**src/rtl/alu_datapath_if.sv**
```systemverilog
// Operand, control and result bundle of the ALU datapath.
// With ALU_DATAPATH_OVERFLOW_EN defined the bundle also carries the overflow flag.
interface alu_datapath_if #(
    parameter int DATA_BITS = 8
);
    logic [DATA_BITS-1:0] a;
    logic [DATA_BITS-1:0] imm;
    logic [DATA_BITS-1:0] b_reg;
    logic                 b_sel;
    logic                 cin;
    logic [DATA_BITS-1:0] load_data;
    logic [1:0]           wb_sel;
    logic [DATA_BITS-1:0] result;
    logic                 cout;
    logic                 zero;
    logic [DATA_BITS-1:0] wb_data;
`ifdef ALU_DATAPATH_OVERFLOW_EN
    logic                 overflow;

    modport master (
        output a, imm, b_reg, b_sel, cin, load_data, wb_sel,
        input  result, cout, zero, wb_data, overflow
    );
    modport slave (
        input  a, imm, b_reg, b_sel, cin, load_data, wb_sel,
        output result, cout, zero, wb_data, overflow
    );
`else
    modport master (
        output a, imm, b_reg, b_sel, cin, load_data, wb_sel,
        input  result, cout, zero, wb_data
    );
    modport slave (
        input  a, imm, b_reg, b_sel, cin, load_data, wb_sel,
        output result, cout, zero, wb_data
    );
`endif
endinterface

```
**src/rtl/alu_datapath.sv**
```systemverilog
// Add/subtract ALU with registered result/carry/zero and a combinational write-back mux.
// Optional registered signed-overflow flag enabled by macro ALU_DATAPATH_OVERFLOW_EN.
module mux2to1 #(
    parameter int DATA_BITS = 8
) (
    input  logic                 sel,
    input  logic [DATA_BITS-1:0] in0,
    input  logic [DATA_BITS-1:0] in1,
    output logic [DATA_BITS-1:0] out
);
    assign out = sel ? in1 : in0;
endmodule

module mux4to1 #(
    parameter int DATA_BITS = 8
) (
    input  logic [1:0]           sel,
    input  logic [DATA_BITS-1:0] in0,
    input  logic [DATA_BITS-1:0] in1,
    input  logic [DATA_BITS-1:0] in2,
    input  logic [DATA_BITS-1:0] in3,
    output logic [DATA_BITS-1:0] out
);
    always_comb begin
        out = in0;
        case (sel)
            2'd0: out = in0;
            2'd1: out = in1;
            2'd2: out = in2;
            2'd3: out = in3;
            default: out = in0;
        endcase
    end
endmodule

module alu_datapath #(
    parameter int DATA_BITS = 8
) (
    input  logic         clk,
    input  logic         reset,
    alu_datapath_if.slave bus
);
    logic [DATA_BITS-1:0] b;
    logic [DATA_BITS-1:0] b_eff;
    logic [DATA_BITS:0]   sum_next;
    logic [DATA_BITS-1:0] result_reg;
    logic                 cout_reg;
    logic                 zero_reg;

    mux2to1 #(.DATA_BITS(DATA_BITS)) u_b_mux (
        .sel (bus.b_sel),
        .in0 (bus.imm),
        .in1 (bus.b_reg),
        .out (b)
    );

    // Subtract is a + ~b + 1, so cin doubles as the two's-complement increment.
    assign b_eff    = bus.cin ? ~b : b;
    assign sum_next = {1'b0, bus.a} + {1'b0, b_eff} + {{DATA_BITS{1'b0}}, bus.cin};

    always_ff @(posedge clk or negedge reset) begin
        if (!reset) begin
            result_reg <= '0;
            cout_reg   <= 1'b0;
            zero_reg   <= 1'b0;
        end else begin
            result_reg <= sum_next[DATA_BITS-1:0];
            cout_reg   <= sum_next[DATA_BITS];
            zero_reg   <= (sum_next[DATA_BITS-1:0] == '0);
        end
    end

`ifdef ALU_DATAPATH_OVERFLOW_EN
    logic overflow_reg;

    always_ff @(posedge clk or negedge reset) begin
        if (!reset) begin
            overflow_reg <= 1'b0;
        end else begin
            overflow_reg <= (bus.a[DATA_BITS-1] == b_eff[DATA_BITS-1]) &&
                            (sum_next[DATA_BITS-1] != bus.a[DATA_BITS-1]);
        end
    end

    assign bus.overflow = overflow_reg;
`endif

    assign bus.result = result_reg;
    assign bus.cout   = cout_reg;
    assign bus.zero   = zero_reg;

    mux4to1 #(.DATA_BITS(DATA_BITS)) u_wb_mux (
        .sel (bus.wb_sel),
        .in0 (result_reg),
        .in1 (bus.imm),
        .in2 (bus.load_data),
        .in3 (bus.a),
        .out (bus.wb_data)
    );
endmodule

```
**src/flat_wrapper.sv**
```systemverilog
// flat-port wrapper written by rule: the top's interface ports become plain ports
module alu_datapath_flat 
#(
    parameter int DATA_BITS = 8
)
  (clk, reset, bus_a, bus_imm, bus_b_reg, bus_b_sel, bus_cin, bus_load_data, bus_wb_sel, bus_result, bus_cout, bus_zero, bus_wb_data);
  alu_datapath_if #(.DATA_BITS(DATA_BITS)) bus_i ();
  input  logic clk;
  input  logic reset;
  input wire logic [$bits(bus_i.a)-1:0] bus_a;
  input wire logic [$bits(bus_i.imm)-1:0] bus_imm;
  input wire logic [$bits(bus_i.b_reg)-1:0] bus_b_reg;
  input wire logic [$bits(bus_i.b_sel)-1:0] bus_b_sel;
  input wire logic [$bits(bus_i.cin)-1:0] bus_cin;
  input wire logic [$bits(bus_i.load_data)-1:0] bus_load_data;
  input wire logic [$bits(bus_i.wb_sel)-1:0] bus_wb_sel;
  output wire logic [$bits(bus_i.result)-1:0] bus_result;
  output wire logic [$bits(bus_i.cout)-1:0] bus_cout;
  output wire logic [$bits(bus_i.zero)-1:0] bus_zero;
  output wire logic [$bits(bus_i.wb_data)-1:0] bus_wb_data;
  assign bus_i.a = bus_a;
  assign bus_i.imm = bus_imm;
  assign bus_i.b_reg = bus_b_reg;
  assign bus_i.b_sel = bus_b_sel;
  assign bus_i.cin = bus_cin;
  assign bus_i.load_data = bus_load_data;
  assign bus_i.wb_sel = bus_wb_sel;
  assign bus_result = bus_i.result;
  assign bus_cout = bus_i.cout;
  assign bus_zero = bus_i.zero;
  assign bus_wb_data = bus_i.wb_data;
  alu_datapath #(.DATA_BITS(DATA_BITS)) u_core (.clk(clk), .reset(reset), .bus(bus_i));
endmodule
```
**config.mk**
```make
export PLATFORM = sky130hd
export DESIGN_NAME = alu_datapath_flat
export DESIGN_NICKNAME = d
export VERILOG_FILES = /design/src/rtl/alu_datapath_if.sv /design/src/rtl/alu_datapath.sv /design/src/flat_wrapper.sv
export SDC_FILE = /design/constraint.sdc
export NUM_CORES = 1
export LEC_CHECK = 0
export ABC_CLOCK_PERIOD_IN_PS = 2300
export BUFFER_PORTS_ARGS = -buffer_cell sky130_fd_sc_hd__buf_2
export CELL_PAD_IN_SITES_DETAIL_PLACEMENT = 0
export CELL_PAD_IN_SITES_GLOBAL_PLACEMENT = 1
export CORE_MARGIN = 8
export CORE_UTILIZATION = 35
export CTS_CLUSTER_SIZE = 24
export DETAILED_ROUTE_END_ITERATION = 8
export PLACE_DENSITY_LB_ADDON = 0.1
export SETUP_SLACK_MARGIN = 0.4
export SYNTH_ARGS = -nofsm -noshare
export SYNTH_HDL_FRONTEND = slang
export SYNTH_SLANG_ARGS = --single-unit
```
**constraint.sdc**
```tcl
create_clock -name clk -period 2.3 [get_ports clk]
set_input_delay 0.115 -clock clk [delete_from_list [all_inputs] [get_ports clk]]
set_output_delay 0.115 -clock clk [all_outputs]
set_load 0.02 [all_outputs]
```
After elaboration in Yosys (flattened, before gate mapping)
Cells that the tools add are included.
{"block": "totals", "regBits": 10, "in_bits": 38, "out_inout_bits": 18, "elab_cells": 14}
{"block": "classes", "addsub": 2, "n_eq_ne": 3, "mux": 3, "bitwise_logic": 1, "n_reduce_logical": 2}
{"operator": "$pmux 8 s4", "count": 1}
{"operator": "$mux 8", "count": 2}
{"operator": "$add 8x8->9", "count": 1}
{"operator": "$add 9x1->9", "count": 1}
{"operator": "$logic_not 8->1", "count": 1}
{"operator": "$not 8->8", "count": 1}
{"operator": "$eq 2x2->1 const B", "count": 2}
{"operator": "$eq 2x1->1 const B", "count": 1}
{"operator": "$logic_not 2->1", "count": 1}

Depth between registers and ports, before layout
Gate-level depths: netlist of the first run.
{"block": "logic_depth", "depth_word": 6, "mapped_depth": 10, "ltp_nobuf": 9}

By module
A second synthesis of the first run with hierarchy kept.
{"block": "hier_totals", "hier_cells": 86, "area_unflattened_um2": 1016.0}
{"module": "alu_datapath", "instances": 1, "cells_each": 67, "area_each_um2": 688.2, "seq_area_each_um2": 250.2}
{"module": "mux4to1", "instances": 1, "cells_each": 10, "area_each_um2": 196.4, "seq_area_each_um2": 0.0}
{"module": "mux2to1", "instances": 1, "cells_each": 9, "area_each_um2": 131.4, "seq_area_each_um2": 0.0}

Worst setup path after synthesis of the first run
Ideal clock, no wire load.
{"block": "synth_path", "path_kind": "input-to-reg", "startpoint": "in bus_b_sel", "endpoint": "reg u_core.zero_reg (netlist: u_core.bus.zero)", "setup_ps": 133, "arrival_time_ps": 1884, "t_required_ps": 2167, "setup_slack_ps": 283, "stages": 10, "path_buffers": 1, "cell_sequence": "buf_6 > mux2i_1 > xnor2_1 > inv_1 > fa_1 > nand2b_1 > a21oi_1 > nor4_1 > o311ai_0 > nor4_2"}
{"block": "synth_via", "elab_chain_len": 6}
{"element": "start: declaration", "line": "flat_wrapper.sv:13", "rtl": "input wire logic [$bits(bus_i.b_sel)-1:0] bus_b_sel;"}
{"element": "$mux 8 (*)", "line": "alu_datapath.sv:11", "rtl": "assign out = sel ? in1 : in0;"}
{"element": "$not 8->8", "line": "alu_datapath.sv:58", "rtl": "assign b_eff = bus.cin ? ~b : b;"}
{"element": "$mux 8 (*)", "line": "alu_datapath.sv:58"}
{"element": "$add 8x8->9 (*)", "line": "alu_datapath.sv:59", "rtl": "assign sum_next = {1'b0, bus.a} + {1'b0, b_eff} + {{DATA_BITS{1'b0}}, bus.cin};"}
{"element": "$add 9x1->9 (*)", "line": "alu_datapath.sv:59"}
{"element": "$logic_not 8->1 (*)", "line": "alu_datapath.sv:69", "rtl": "zero_reg <= (sum_next[DATA_BITS-1:0] == '0);"}
{"element": "end signal: assignment", "line": "alu_datapath.sv:69"}
{"element": "end: declaration", "line": "alu_datapath.sv:48", "rtl": "logic zero_reg;"}
Mark *: on every way between the ends. The rest lies on a longest branch, timed or not.

Final worst setup path of the first run
{"block": "layout_path", "startpoint": "in bus_b_sel", "endpoint": "reg u_core.zero_reg (netlist: u_core.bus.zero)"}
{"block": "layout_via", "elab_chain_len": 6}
{"element": "$mux 8 (*)", "line": "alu_datapath.sv:11"}
{"element": "$not 8->8", "line": "alu_datapath.sv:58"}
{"element": "$mux 8 (*)", "line": "alu_datapath.sv:58"}
{"element": "$add 8x8->9 (*)", "line": "alu_datapath.sv:59"}
{"element": "$add 9x1->9 (*)", "line": "alu_datapath.sv:59"}
{"element": "named net u_core.sum_next[7]", "line": "alu_datapath.sv:45", "rtl": "logic [DATA_BITS:0] sum_next;"}
{"element": "$logic_not 8->1 (*)", "line": "alu_datapath.sv:69"}
The timed path passes the listed nets; every way through them passes the cells marked *.

==> results of run 1 <==
-- area by class of cell --
cell class / instances / area [sq um]
Fill cell: 294 / 1490
Timing Repair Buffer: 60 / 322
Tap cell: 33 / 41.3
Sequential cell: 10 / 250
Inverter: 5 / 18.8
Multi-Input combinational cell: 81 / 807
Clock buffer: 3 / 22.5
-- path summary, 6_finish.rpt --
check | slack (ns) | end | startpoint
worst max-delay path | 0.50 | u_core.bus.zero$_DFF_PN0_ | bus_b_sel
min in group asynchronous | 0.24 | u_core.bus.result[2]$_DFF_PN0_ | reset
max in group asynchronous | 1.85 | u_core.bus.result[5]$_DFF_PN0_ | reset
worst min-delay path | 0.14 | u_core.bus.result[0]$_DFF_PN0_ | bus_a[0]
-- what timing repair did --
action,in CTS,in global routing
resized for setup,1,9
endpoints found under the setup margin,1,2
endpoints found under the hold margin,10,0
hold buffers,1,0
pin swaps,0,1
buffers inserted,0,0
-- routing by layer --
layer / global-route usage (%) / up-vias / wire [microns]
met3: 4.38 / 2 / 299
li1: - / 507 / -
met5: 0 / - / 0
met4: 3.70 / 0 / 20
met2: 20.8 / 44 / 1550
met1: 16.6 / 493 / 1460
-- kinds of logic after synthesis --
| group | count (synthesis) | synth area share [%] |
|---|---|---|
| simple gates | 25 | 12.5 |
| mux | 19 | 28.8 |
| compound gates | 18 | 11.5 |
| xor+xnor | 11 | 9.11 |
| flops | 10 | 23.7 |
| buf+inv | 9 | 4.26 |
| fa+ha+maj | 8 | 10.2 |
-- worst max-delay path, stage by stage --
cell     delay, ns
buf_6         0.15
mux2i_1       0.24
xnor2_1       0.15
ha_2          0.35
a21oi_1       0.28
or3_1         0.15
o311a_1       0.14
nand3_1       0.11
nor4_2        0.28
-- metrics by stage --
step | worst slack (ns) | cell area (sq um) | cells | utilization [%] | total power [W]
finish | 0.503 | 1460 | 192 | 49.5 | 0.000939
global route | 0.384 | 1460 | 192 | 49.5 | 0.00101
CTS | 0.420 | 1420 | 192 | 48.2 | 0.000932
detailed placement | 0.0526 | 1390 | 188 | 47.0 | 0.000804
global placement | 0.0171 | 1390 | 188 | 47.0 | 0.000798
floorplan | 0.402 | 1070 | 100 | - | 0.000614
-- synth_stat cells --
library cell	number	area, sq um
o21ai_0	4	20.0
o2111ai_1	1	8.76
a21oi_1	4	20.0
mux2i_4	1	22.5
xor2_1	1	8.76
nor4_1	1	6.26
nor2b_1	1	6.26
mux4_2	8	180
o311a_1	1	10.0
o22ai_1	1	6.26
inv_1	5	18.8
clkbuf_1	2	7.51
and2b_1	1	7.51
o311ai_0	1	8.76
nand2b_1	2	12.5
nand2_1	4	15.0
a211o_1	1	8.76
nand3_1	3	15.0
dfrtp_1	10	250
xnor2_1	10	87.6
buf_6	1	11.3
mux2i_1	9	90.1
or3_1	1	6.26
a21o_1	1	7.51
ha_1	7	87.6
nor4_2	1	12.5
buf_4	1	7.51
fa_1	1	20.0
nor2_1	4	15.0
a211oi_1	1	7.51
o41ai_1	1	8.76
mux2_2	1	11.3
nor3_1	6	30.0
nand4_1	1	6.26
o21bai_1	1	7.51
o211ai_1	1	7.51
-- report_power, final --
part | switching (W) | internal (W)
logic | 0.000320 | 0.000247
clock network | 0.0000640 | 0.0000604
registers | 0.0000235 | 0.000224
==> out/results.ini, run 1 <==
[placement]
port_buffers=55
hpwl_microns=2840
gp_congestion=0.823

[global_routing]
grt-ovfl-total=0
grt_max_degree=11
grt_antenna_before_repair=0
grt_pass1_wl_microns=5330
grt_pass1_vias=1106
grt_usage_pct=13.2

[logic_synthesis]
syn_area_sq_mm=0.00106
ys_seq_area_share_pct=23.7
yosys_warnings=0
ys_ff_latch=10
syn_area_per_cell_sq_um=10.6
synthCells=100
yosysUniqueCellTypes=36
syn_nets=146

[route]
routed_wl_microns=3330
firstDrtPassIters=4
wire_per_inst_microns=17.3
routed_via_density=5.45
drt_iter0_drc=35
antenna_left=0
vias=1046
drc_errors=0

[timing]
hold_viol=0
finalSetupViolCount=0
max_slew.worst_pin.slew_ns=0.353
max_freq_mhz=557
rsz0062_at_grt=no
whs_ns=0.144
slew_headroom_pct=76.2
min_period_ns=1.80
post-route-period-util_pct=78.1
slew_viol_final=0
setup-tns-final_ns=0

[cts]
clockBufferDepth=2
cts.sinks=10
cts_htree_levels=1
clock-root-buffer=clkbuf_4
clkTransAtPathRegs_ns=0.07
cts_buffers=3
cts_tree=built

[finish]
largest_reg_flops=8
drive_above_1_share_pct=50.9
nets=207
layout_common_cells=buf_2 (54), dfrtp_1 (10), xnor2_1 (9), mux2i_1 (8), mux4_2 (8)
antenna_cells=0
layout_commonest_cell=buf_2
area_delta_synth_final_pct=38.2

[power_and_ir_drop]
power_density_mw_per_mm2=643
vdd_ir_drop_max_uv=238
leakagePower_nw=0.691

[floorplanning]
die-area_sq_mm=0.00504
num_rows=20
dieHeight_microns=71.0
die_x_microns=71.0
start_util_pct=35.8
ioPinCount=56
core-area_sq_mm=0.00295

[setup_path]
critPathLaunchType=primary input
arrival_ns=1.97
path_class=primary input to flop
end_kind=flop
required_ns=2.47
crit_fanout=8

[outcome]
status=completed

[min_path]
hp-class=primary input to flop
holdPathStages=2

[run]
drv_cap=0

No activity file was read; power rests on OpenSTA's default activity.
==> run 2: changes to the inputs <==
--- a/config.mk
+++ b/config.mk
@@ -5,12 +5,13 @@
 export SDC_FILE = /design/constraint.sdc
 export NUM_CORES = 1
 export LEC_CHECK = 0
-export ABC_CLOCK_PERIOD_IN_PS = 2300
+export ABC_AREA = 1
+export ABC_CLOCK_PERIOD_IN_PS = 1600
 export BUFFER_PORTS_ARGS = -buffer_cell sky130_fd_sc_hd__buf_2
 export CELL_PAD_IN_SITES_DETAIL_PLACEMENT = 0
 export CELL_PAD_IN_SITES_GLOBAL_PLACEMENT = 1
 export CORE_MARGIN = 8
-export CORE_UTILIZATION = 35
+export CORE_UTILIZATION = 27
 export CTS_CLUSTER_SIZE = 24
 export DETAILED_ROUTE_END_ITERATION = 8
 export PLACE_DENSITY_LB_ADDON = 0.1
==> constraint.sdc (replaced) <==
create_clock -name clk -period 1.6 [get_ports clk]
set_input_delay 0.08 -clock clk [delete_from_list [all_inputs] [get_ports clk]]
set_output_delay 0.08 -clock clk [all_outputs]
set_load 0.02 [all_outputs]
==> out/results.ini, run 2 <==
[outcome]
status=completed

[placement]
hpwl_microns=3390
placed_area_sq_mm=0.00158
gp_congestion=0.735
port_buffers=55

[finish]
largest_reg_flops=8
nets=297
drive_above_1_share_pct=52.6
fin_area_sq_mm=0.00189
layout_commonest_cell=nand2_1
finish.utilization_pct=47.4
area_delta_synth_final_pct=68.0
antenna_cells=0
layout_common_cells=nand2_1 (58), buf_2 (53), inv_1 (18), buf_4 (18), nand2_2 (14)

[timing]
slew_headroom_pct=76.0
max_freq_mhz=684
hold_viol=0
slew_viol_final=0
setup-tns-final_ns=0
rsz0062_at_grt=yes
post-route-period-util_pct=91.4
min_period_ns=1.46
finalSetupViolCount=0
max_slew.worst_pin.slew_ns=0.359

[global_routing]
grt_use_met2_pct=22.1
grt_usage_pct=13.2
met1_usage_pct=16.0
grt_busiest_layer=met2
grt_max_degree=11
grt_antenna_before_repair=0
grt_pass1_vias=1410
grt-ovfl-total=0
grt_pass1_wl_microns=6740
globalRouteMet3Util_pct=2.68

[logic_synthesis]
synthXorXnorAreaFrac_pct=7.77
syn_area_sq_mm=0.00113
ys.flop_type=dfrtp_1
syn_area_per_cell_sq_um=6.67
synthCells=169
synthMuxAreaShare_pct=0
ys_seq_area_share_pct=22.2
syn_nets=215
ys_ff_latch=10
synthArstFlopShare_pct=100
synth-compound-area-share_pct=5.88
synth_commonest_cells=nand2_1 (69), inv_1 (24), dfrtp_1 (10), xor2_1 (10), nand4_1 (8)
synth_most_common_cell=nand2_1
yosys.area.top_type=nand2_1
netlist_top_cells_area=nand2_1 (23%), dfrtp_1 (22%), inv_1 (8.0%)
synth-edff-count=0
yosys_warnings=0
yosys.area.top_type_share_pct=23.0
yosysUniqueCellTypes=24
synthAdderAreaFrac_pct=9.54
yosys.area_share.simple_pct=43.6
synth_top_family_by_area=simple AND/OR/NAND/NOR gates

[cts]
cts.sinks=10
cts_tree=built
clkTransAtPathRegs_ns=0.04
clock-root-buffer=clkbuf_8
clockBufferDepth=2
cts_htree_levels=1
cts_buffers=3

[floorplanning]
start_util_pct=28.2
num_rows=23
die_x_microns=80.6
die-area_sq_mm=0.00650
dieHeight_microns=80.6
core-area_sq_mm=0.00400
ioPinCount=56

[setup_path]
critPathMaxStageDelay_ns=0.34
end_kind=flop
arrival_ns=1.64
critPathSlowestCell=ha_2
crit_fanout=5
cp_num_buf_inv=6
path_delay_family=buffers and inverters
required_ns=1.77
crit_chain=buf_12 > inv_12 > nand2_4 > nand2_2 > xor2_1 > ha_2 > a21oi_4 > nand2_2 > xor2_2 > buf_4 > buf_6 > buf_6 > inv_2
path_class=primary input to flop
critPathLaunchType=primary input

[power_and_ir_drop]
leakagePower_nw=1.05
power_density_mw_per_mm2=839
vdd_ir_drop_max_uv=323

[route]
firstDrtPassIters=4
antenna_left=0
routed_wl_microns=4130
vias=1323
routed_via_density=4.42
wire_per_inst_microns=13.8
drc_errors=0
drt_iter0_drc=22

[min_path]
hp-class=primary input to flop

[run]
drv_cap=0

run 2: routing by layer:
metal  part of all wire, %  vias up
li1                      -      691
met1                    44      601
met2                    49       29
met3                   5.7        2
met4                  0.80        0
met5                     0        -
run 2: repair_timing:
item | 4_1_cts | 5_1_grt
hold buffers | 1 | 0
gates resized for setup | 28 | 18
setup buffers | 3 | 3
endpoints found under the setup margin | 8 | 12
hold endpoints to repair | 10 | 0
cloned | 2 | 0
pin swaps | 22 | 17
run 2: worst paths after layout:
path / from / end / slack [ns] / cells past startpoint
worst max-delay path: bus_b_sel / u_core.bus.result[4]$_DFF_PN0_ / 0.14 / 13
max in group asynchronous: reset / u_core.bus.result[1]$_DFF_PN0_ / 1.17 / 2
min in group asynchronous: reset / u_core.bus.result[6]$_DFF_PN0_ / 0.25 / 2
worst min-delay path: bus_a[0] / u_core.bus.result[0]$_DFF_PN0_ / 0.14 / 3
run 2: cell families (layout without fill, tap and decap cells):
kind of cell / after synthesis / in the layout
buf+inv: 28 / 108
compound gates: 10 / 10
flops: 10 / 10
simple gates: 103 / 103
fa+ha+maj: 8 / 8
xor+xnor: 10 / 10
run 2: layout make-up:
type / count / area, sq um
Clock buffer: 3 / 41.3
Fill cell: 409 / 2110
Inverter: 26 / 111
Multi-Input combinational cell: 131 / 915
Sequential cell: 10 / 250
Tap cell: 50 / 62.6
Timing Repair Buffer: 78 / 503
Timing Repair inverter: 1 / 11.3
run 2: per-stage QoR:
step                cells  hold WS [ns]  power (W)  setup slack, ns
floorplan             169        -0.216   0.000839           0.0297
global placement      287       -0.0519    0.00114           -0.331
detailed placement    287       -0.0498    0.00114           -0.324
CTS                   296         0.135    0.00149            0.129
global route          299         0.146    0.00172          0.00168
finish                299         0.137    0.00159            0.138
run 2: report_power, final:
part           total [W]  switching (W)  internal (W)
sequential      0.000354      0.0000340      0.000320
combinational   0.000987       0.000548      0.000439
clock           0.000249      0.0000853      0.000164
total            0.00159       0.000667      0.000923
